===== src/rtl/uart_rx.sv =====
// uart_rx: oversampling UART receiver, LSB first, one stop bit.
// The input passes through a 2-flop synchronizer. Each bit is sampled at its
// midpoint, and the stop bit is checked before the word is presented.
//
// Optional feature: define UART_RX_PARITY_EN to add an even-parity bit between
// the data bits and the stop bit, and an o_parity_err output.
//
// Ports:
//   i_clk        system clock, all logic on posedge
//   i_reset      asynchronous, active-high reset
//   i_rx         serial input, idle high, asynchronous to i_clk
//   o_data       last correctly received word; holds until the next good frame
//   o_valid      one-cycle pulse when o_data is updated
//   o_frame_err  one-cycle pulse when the stop bit samples low
//   o_parity_err one-cycle pulse with o_valid on a parity mismatch (UART_RX_PARITY_EN only)
//   o_busy       high whenever the receiver is not idle (combinational from state)
module uart_rx #(
    parameter int unsigned CLOCK_RATE     = 50000000,
    parameter int unsigned BAUD_RATE      = 9600,
    parameter int unsigned DATA_BITS      = 8,
    parameter int unsigned CYCLES_PER_BIT = CLOCK_RATE / BAUD_RATE
) (
    input  logic                 i_clk,
    input  logic                 i_reset,
    input  logic                 i_rx,
    output logic [DATA_BITS-1:0] o_data,
    output logic                 o_valid,
    output logic                 o_frame_err,
`ifdef UART_RX_PARITY_EN
    output logic                 o_parity_err,
`endif
    output logic                 o_busy
);

    localparam int unsigned CNT_W = (CYCLES_PER_BIT > 1) ? $clog2(CYCLES_PER_BIT) : 1;
    localparam int unsigned IDX_W = (DATA_BITS > 1) ? $clog2(DATA_BITS) : 1;

    localparam logic [CNT_W-1:0] CNT_RELOAD = CNT_W'(CYCLES_PER_BIT - 1);
    localparam logic [CNT_W-1:0] CNT_HALF   = CNT_W'(CYCLES_PER_BIT / 2 - 1);
    localparam logic [IDX_W-1:0] IDX_LAST   = IDX_W'(DATA_BITS - 1);

    localparam logic [2:0] ST_IDLE      = 3'd0;
    localparam logic [2:0] ST_START     = 3'd1;
    localparam logic [2:0] ST_DATA      = 3'd2;
    localparam logic [2:0] ST_STOP      = 3'd3;
    localparam logic [2:0] ST_WAIT_IDLE = 3'd4;
`ifdef UART_RX_PARITY_EN
    localparam logic [2:0] ST_PARITY    = 3'd5;
`endif

    logic                 rx_meta;
    logic                 rx_s;
    logic [2:0]           state,     state_nxt;
    logic [CNT_W-1:0]     cnt,       cnt_nxt;
    logic [IDX_W-1:0]     idx,       idx_nxt;
    logic [DATA_BITS-1:0] shift,     shift_nxt;
    logic [DATA_BITS-1:0] data_nxt;
    logic                 valid_nxt;
    logic                 ferr_nxt;
    logic                 tick;
`ifdef UART_RX_PARITY_EN
    logic                 par_bit,   par_nxt;
    logic                 perr_nxt;
`endif

    // Two-flop synchronizer; idles high so reset does not look like a start bit
    always_ff @(posedge i_clk or posedge i_reset) begin
        if (i_reset) begin
            rx_meta <= 1'b1;
            rx_s    <= 1'b1;
        end else begin
            rx_meta <= i_rx;
            rx_s    <= rx_meta;
        end
    end

    assign tick   = (cnt == '0);
    assign o_busy = (state != ST_IDLE);

    // State and datapath register
    always_ff @(posedge i_clk or posedge i_reset) begin
        if (i_reset) begin
            state        <= ST_IDLE;
            cnt          <= '0;
            idx          <= '0;
            shift        <= '0;
            o_data       <= '0;
            o_valid      <= 1'b0;
            o_frame_err  <= 1'b0;
`ifdef UART_RX_PARITY_EN
            par_bit      <= 1'b0;
            o_parity_err <= 1'b0;
`endif
        end else begin
            state        <= state_nxt;
            cnt          <= cnt_nxt;
            idx          <= idx_nxt;
            shift        <= shift_nxt;
            o_data       <= data_nxt;
            o_valid      <= valid_nxt;
            o_frame_err  <= ferr_nxt;
`ifdef UART_RX_PARITY_EN
            par_bit      <= par_nxt;
            o_parity_err <= perr_nxt;
`endif
        end
    end

    // Next-state and next-output logic
    always_comb begin
        state_nxt = state;
        cnt_nxt   = cnt;
        idx_nxt   = idx;
        shift_nxt = shift;
        data_nxt  = o_data;
        valid_nxt = 1'b0;
        ferr_nxt  = 1'b0;
`ifdef UART_RX_PARITY_EN
        par_nxt   = par_bit;
        perr_nxt  = 1'b0;
`endif

        // Bit-period counter runs only while inside a frame
        if (state != ST_IDLE && state != ST_WAIT_IDLE) begin
            cnt_nxt = tick ? CNT_RELOAD : cnt - CNT_W'(1);
        end

        case (state)
            ST_IDLE: begin
                if (!rx_s) begin
                    state_nxt = ST_START;
                    cnt_nxt   = CNT_HALF;
                end
            end
            ST_START: begin
                if (tick) begin
                    if (rx_s) begin
                        state_nxt = ST_IDLE;      // glitch, not a real start bit
                    end else begin
                        state_nxt = ST_DATA;
                        idx_nxt   = '0;
                    end
                end
            end
            ST_DATA: begin
                if (tick) begin
                    // Shift right, so the first bit received ends up in bit 0
                    shift_nxt = (shift >> 1) | (DATA_BITS'(rx_s) << (DATA_BITS - 1));
                    if (idx == IDX_LAST) begin
`ifdef UART_RX_PARITY_EN
                        state_nxt = ST_PARITY;
`else
                        state_nxt = ST_STOP;
`endif
                    end else begin
                        idx_nxt = idx + IDX_W'(1);
                    end
                end
            end
`ifdef UART_RX_PARITY_EN
            ST_PARITY: begin
                if (tick) begin
                    par_nxt   = rx_s;
                    state_nxt = ST_STOP;
                end
            end
`endif
            ST_STOP: begin
                if (tick) begin
                    if (rx_s) begin
                        // Leave at mid-stop so a back-to-back start edge is caught
                        data_nxt  = shift;
                        valid_nxt = 1'b1;
`ifdef UART_RX_PARITY_EN
                        perr_nxt  = (^shift) ^ par_bit;
`endif
                        state_nxt = ST_IDLE;
                    end else begin
                        ferr_nxt  = 1'b1;
                        state_nxt = ST_WAIT_IDLE;
                    end
                end
            end
            ST_WAIT_IDLE: begin
                // A held-low line (break) must not decode as a stream of zero words
                if (rx_s) begin
                    state_nxt = ST_IDLE;
                end
            end
            default: begin
                state_nxt = ST_IDLE;
            end
        endcase
    end

endmodule


===== config.mk =====
export PLATFORM = sky130hd
export DESIGN_NAME = uart_rx
export DESIGN_NICKNAME = d
export VERILOG_FILES = /design/src/rtl/uart_rx.sv
export SDC_FILE = /design/constraint.sdc
export NUM_CORES = 1
export LEC_CHECK = 0
export ABC_AREA = 1
export ABC_CLOCK_PERIOD_IN_PS = 3060
export CAP_MARGIN = 10
export CORE_ASPECT_RATIO = 0.7
export CORE_UTILIZATION = 60
export DETAILED_ROUTE_END_ITERATION = 10
export HOLD_SLACK_MARGIN = 0.03
export PLACE_DENSITY_LB_ADDON = 0.15
export SYNTH_ARGS = -nofsm -noshare
export SYNTH_HDL_FRONTEND = slang
export SYNTH_SLANG_ARGS = --single-unit

===== constraint.sdc =====
create_clock -name i_clk -period 3.06 [get_ports i_clk]
set_input_delay 0.306 -clock i_clk [delete_from_list [all_inputs] [get_ports i_clk]]
set_output_delay 0.306 -clock i_clk [all_outputs]
set_load 0.02 [all_outputs]

* Word level (Yosys, flattened, before mapping) *
Index checks and enable logic that the tools add are counted.

word-level totals
  register bits after elaboration = 39
  input port bits = 3

operators by class
  add/subtract/negate cells = 2
  equality and inequality tests = 14
  multiplexer cells = 24
  bitwise operators = 1
  reduce and logical (&&, ||, !) cells = 9

operator list
  kind                                                                   number
  13-bit 2-to-1 mux                                                      4
  3-bit 2-to-1 mux                                                       11
  2-bit inequality test, second input constant                           8
  3-bit case mux with 5 select lines                                     1
  13-bit logical NOT                                                     1
  13-bit by 1-bit subtractor with 13-bit output, second input constant   1
  7-bit by 8-bit OR with 8-bit output                                    1
  3-bit by 2-bit equality test with 1-bit output, second input constant  2
  3-bit equality test, second input constant                             2
  1-bit 2-to-1 mux                                                       6
  3-bit case mux with 2 select lines                                     1
  6-bit AND reduction                                                    1
  5-bit AND reduction                                                    1
  3-bit by 1-bit adder with 3-bit output, second input constant          1
  3-bit by 1-bit equality test with 1-bit output, second input constant  1
  3-bit logical NOT                                                      1
  3-bit inequality test, second input constant                           1
  3-bit AND reduction                                                    1
  3-bit nonzero test                                                     1
  2-bit 2-to-1 mux                                                       1
  2-bit AND reduction                                                    1
  2-bit nonzero test                                                     1
  1-bit logical AND                                                      1

* Depth between registers and ports, before layout *
  word-level depth = 5
  gate-level depth with buffers = 9
  mapped depth without buffers = 9

* Worst setup path after synthesis *
Ideal clock, no wire load.

  path kind = flip-flop to flip-flop
  start point = register cnt[0]
  end point = register o_data[1]
  data arrival time = 1278 ps
  data required time = 2942 ps
  setup slack = 1664 ps
  cell stages (with the launch flop) = 9
  path buffers = 1
  cell sequence = dfrtp_1 > inv_1 > ha_1 > nand3_4 > nor2_8 > nand4_4 > buf_6 > nand2_1 > o21ai_2

between the ends
  word-level cells in the longest chain between the ends = 2

RTL lines
  element                               line  RTL
  start, declared                       54    logic [CNT_W-1:0] cnt, cnt_nxt;
  start signal, assigned                96    cnt <= cnt_nxt;
  13-bit logical NOT                    77    assign tick = (cnt == '0);
  3-bit AND reduction (no source line)  --
  end signal, assigned                  99    o_data <= data_nxt;
  end, declared                         26    output logic [DATA_BITS-1:0] o_data,

No other way between the ends.
A chain may end at the register's enable or synchronous reset.

* Final worst setup path *
  start point = register state[0]
  end point = output o_busy

between the ends
  word-level cells in the longest chain between the ends = 1

RTL lines
  element                 line  RTL
  start, declared         53    logic [2:0] state, state_nxt;
  start signal, assigned  95    state <= state_nxt;
  3-bit nonzero test      78    assign o_busy = (state != ST_IDLE);
  end, declared           32    output logic o_busy

No other way between the ends.

==> metrics.txt <==
Setup crit start=state[0]; register area share after synthesis=0.498; largest fanout on the critical path=10; Multi-input gate area=846 µm²; CTS tree=yes; post-DP HPWL=2810 µm; Setup Buffers After CTS=0; Avg Inst Size Synth=between 8 and 9 µm²; f_max=slightly above 0.5 GHz; RSZ-0062 raised after global routing=false; GRT Util Overall=0.253; first-pass GRT wire length=~6700 µm; maximum VDD drop=between 0.3 and 0.4 mV; Post-DRT Antenna Nets=0; asr flop ratio synth=1.00; leak pwr=around 1.1 nW; Synth top cells by count=60 x nand2_1, 37 x dfrtp_1, 27 x inv_1; cell row count=16; clk sinks=39; antenna violations before repair=0; Synth cell types=28; most frequent cell after synthesis=nand2_1; Avg Vias per Cell=5.47; area of the core=~0.0029 mm²; Placed Area=between 0.002 and 0.0025 mm²; Mapped Cells=between 200 and 250; max_cap viols=0; FF-to-FF path depth=9; Post-synth EDFFs=0; Synth Flop Type=dfrtp_1; DRC Markers=0; R2R Path End=idx[0]; final instance area=between 0.002 and 0.0025 mm²; Syn. warnings=0; post-cts resize count=0; die area=0.00351 mm²; layout cells sized above 1=0.155; CTS root buffer=clkbuf_8; drt pass-1 iters=5; final core occ=0.761; wire per inst=around 14 µm; worst setup margin=approximately 1.1 ns; htree depth=2; dpl cells=approximately 270; Post-Syn Nets=~230; Final period util=0.645; PortBufs=13; slew at the pin closest to its max-slew limit=between 0.5 and 0.6 ns; detailed-route via count=~1500; Period minus WS final=~2.0 ns; clock buffer depth=2; clock latency on the worst-skew pair=slightly below 0.3 ns; Routed WL=around 3800 µm; relative slew slack=0.605; synthesized area=~0.0020 mm²; kind of critical path=reg2out; P&R area growth vs syn=14.1%; top cells by area, synth=dfrtp_1 47%, nand2_1 11%, inv_1 5.2%; Die Wd=70.4 µm; FF+latch area=around 980 µm²; hold slack=about 0.36 ns; outcome=finished, final reports clean; final hold vios=0; Net count, final=251; CP arrival=between 1.5 and 2 ns; PD cells=435 mW/mm²; endpoints failing setup=0; Worst R2R Setup Slack=around 1.4 ns; total power=roughly 0.98 mW; die height=roughly 50 µm; largest net degree at the start of global routing=25; Req. time, crit path=approximately 2.8 ns; CTS buffer count=5; number of global-route vias before repair=between 1000 and 1500; Final Instance Count excl. Fillers=281; Initial Util=0.667; Final Skew=just under 0.008 ns; diodes inserted=0; clock-pin slew on the worst setup and hold paths=0.07 ns; hold-fix buffers at CTS=0; Layout fillers=slightly below 200; RePlAce Congestion=0.885; Synth area leader=dfrtp_1; max-slew violation count=0; register bit count reported by yosys=39; initial DRC count=107; Place WS=around 1.4 ns; CP Capture Type=output pin; startpoint class of the critical path=register; RR Startpoint=cnt[0]; worst min path class=reg2reg; global route total overflow=0; # IOs=14; worst setup path endpoint=o_busy; setup TNS=0 ns; post-synth top area share=0.472
area by class of cell:
type / instances / share of cell area
Multi-Input combinational cell: 153 / 0.377
Tap cell: 36 / 0.0201
Clock inverter: 2 / 0.0156
Clock buffer: 6 / 0.0369
Timing Repair Buffer: 14 / 0.0614
Sequential cell: 39 / 0.437
Inverter: 31 / 0.0519
worst max-delay path, cell delays in order, from the launching register on:
cell and delay (ns):
dfrtp_1 0.47, nor2_4 0.26, nand2_2 0.10, clkdlybuf4s50_1 0.55
flip-flops by register name (all words and copies together) (netlist names):
| name | count |
|---|---|
| shift | 8 |
| rx_s | 1 |
| o_frame_err | 1 |
| idx | 3 |
| rx_meta | 1 |
| o_valid | 1 |
| o_data | 8 |
| state | 3 |
| cnt | 13 |
cells by family (layout without fill, tap and decap cells):
kind of cell / count (synthesis) / count (layout) / share of synthesized area
AO/OA/AOI/OAI: 27 / 27 / 0.0861
flip-flops: 39 / 39 / 0.498
buffers and inverters: 33 / 53 / 0.0707
adder cells (fa/ha/maj): 4 / 4 / 0.0255
XOR/XNOR: 3 / 3 / 0.0134
AND/OR/NAND/NOR: 119 / 119 / 0.306
layer usage:
| layer | wire, µm | up-vias | GRT usage |
|---|---|---|---|
| met1 | 1770 | 712 | 0.351 |
| met3 | 268 | 10 | 0.0736 |
| li1 | - | 747 | - |
| met4 | 54 | 0 | 0.0833 |
| met5 | 0 | - | 0 |
| met2 | 1730 | 67 | 0.386 |
worst min path at each step:
stage | endpoint | cells after the start | from | slack, ns
2_1_floorplan | rx_meta | 0 | i_rx | 0.31
3_3_place_gp | rx_s | 0 | rx_meta | 0.35
3_5_place_dp | rx_s | 0 | rx_meta | 0.35
4_1_cts | rx_s | 0 | rx_meta | 0.37
5_1_grt | rx_s | 0 | rx_meta | 0.37
6_report | rx_s | 0 | rx_meta | 0.36
report_power, final:
group	switching (mW)	internal, mW
logic	0.0116	0.00367
registers	0.00169	0.518
clock network	0.177	0.264
placed cells by master (no fill, tap or decap), types with 2 or more instances in the layout:
cell type        synthesis  layout
ha_1                     4       4
nor2_4                   3       3
dfrtp_1                 37      37
o21ai_1                  8       8
nand3_4                  2       2
nand2_2                  4       4
inv_1                   27      27
nand3_1                 19      19
clkdlybuf4s50_1          0      13
inv_2                    4       4
nor2_2                   2       2
clkbuf_8                 0       6
a21oi_1                  2       2
nand3b_1                 3       3
nand2_1                 60      60
nand3_2                  2       2
dfstp_2                  2       2
o21ai_2                  7       7
o21ai_0                  6       6
xor2_1                   2       2
nor2_1                  21      21
(Power assumes the default switching activity.)
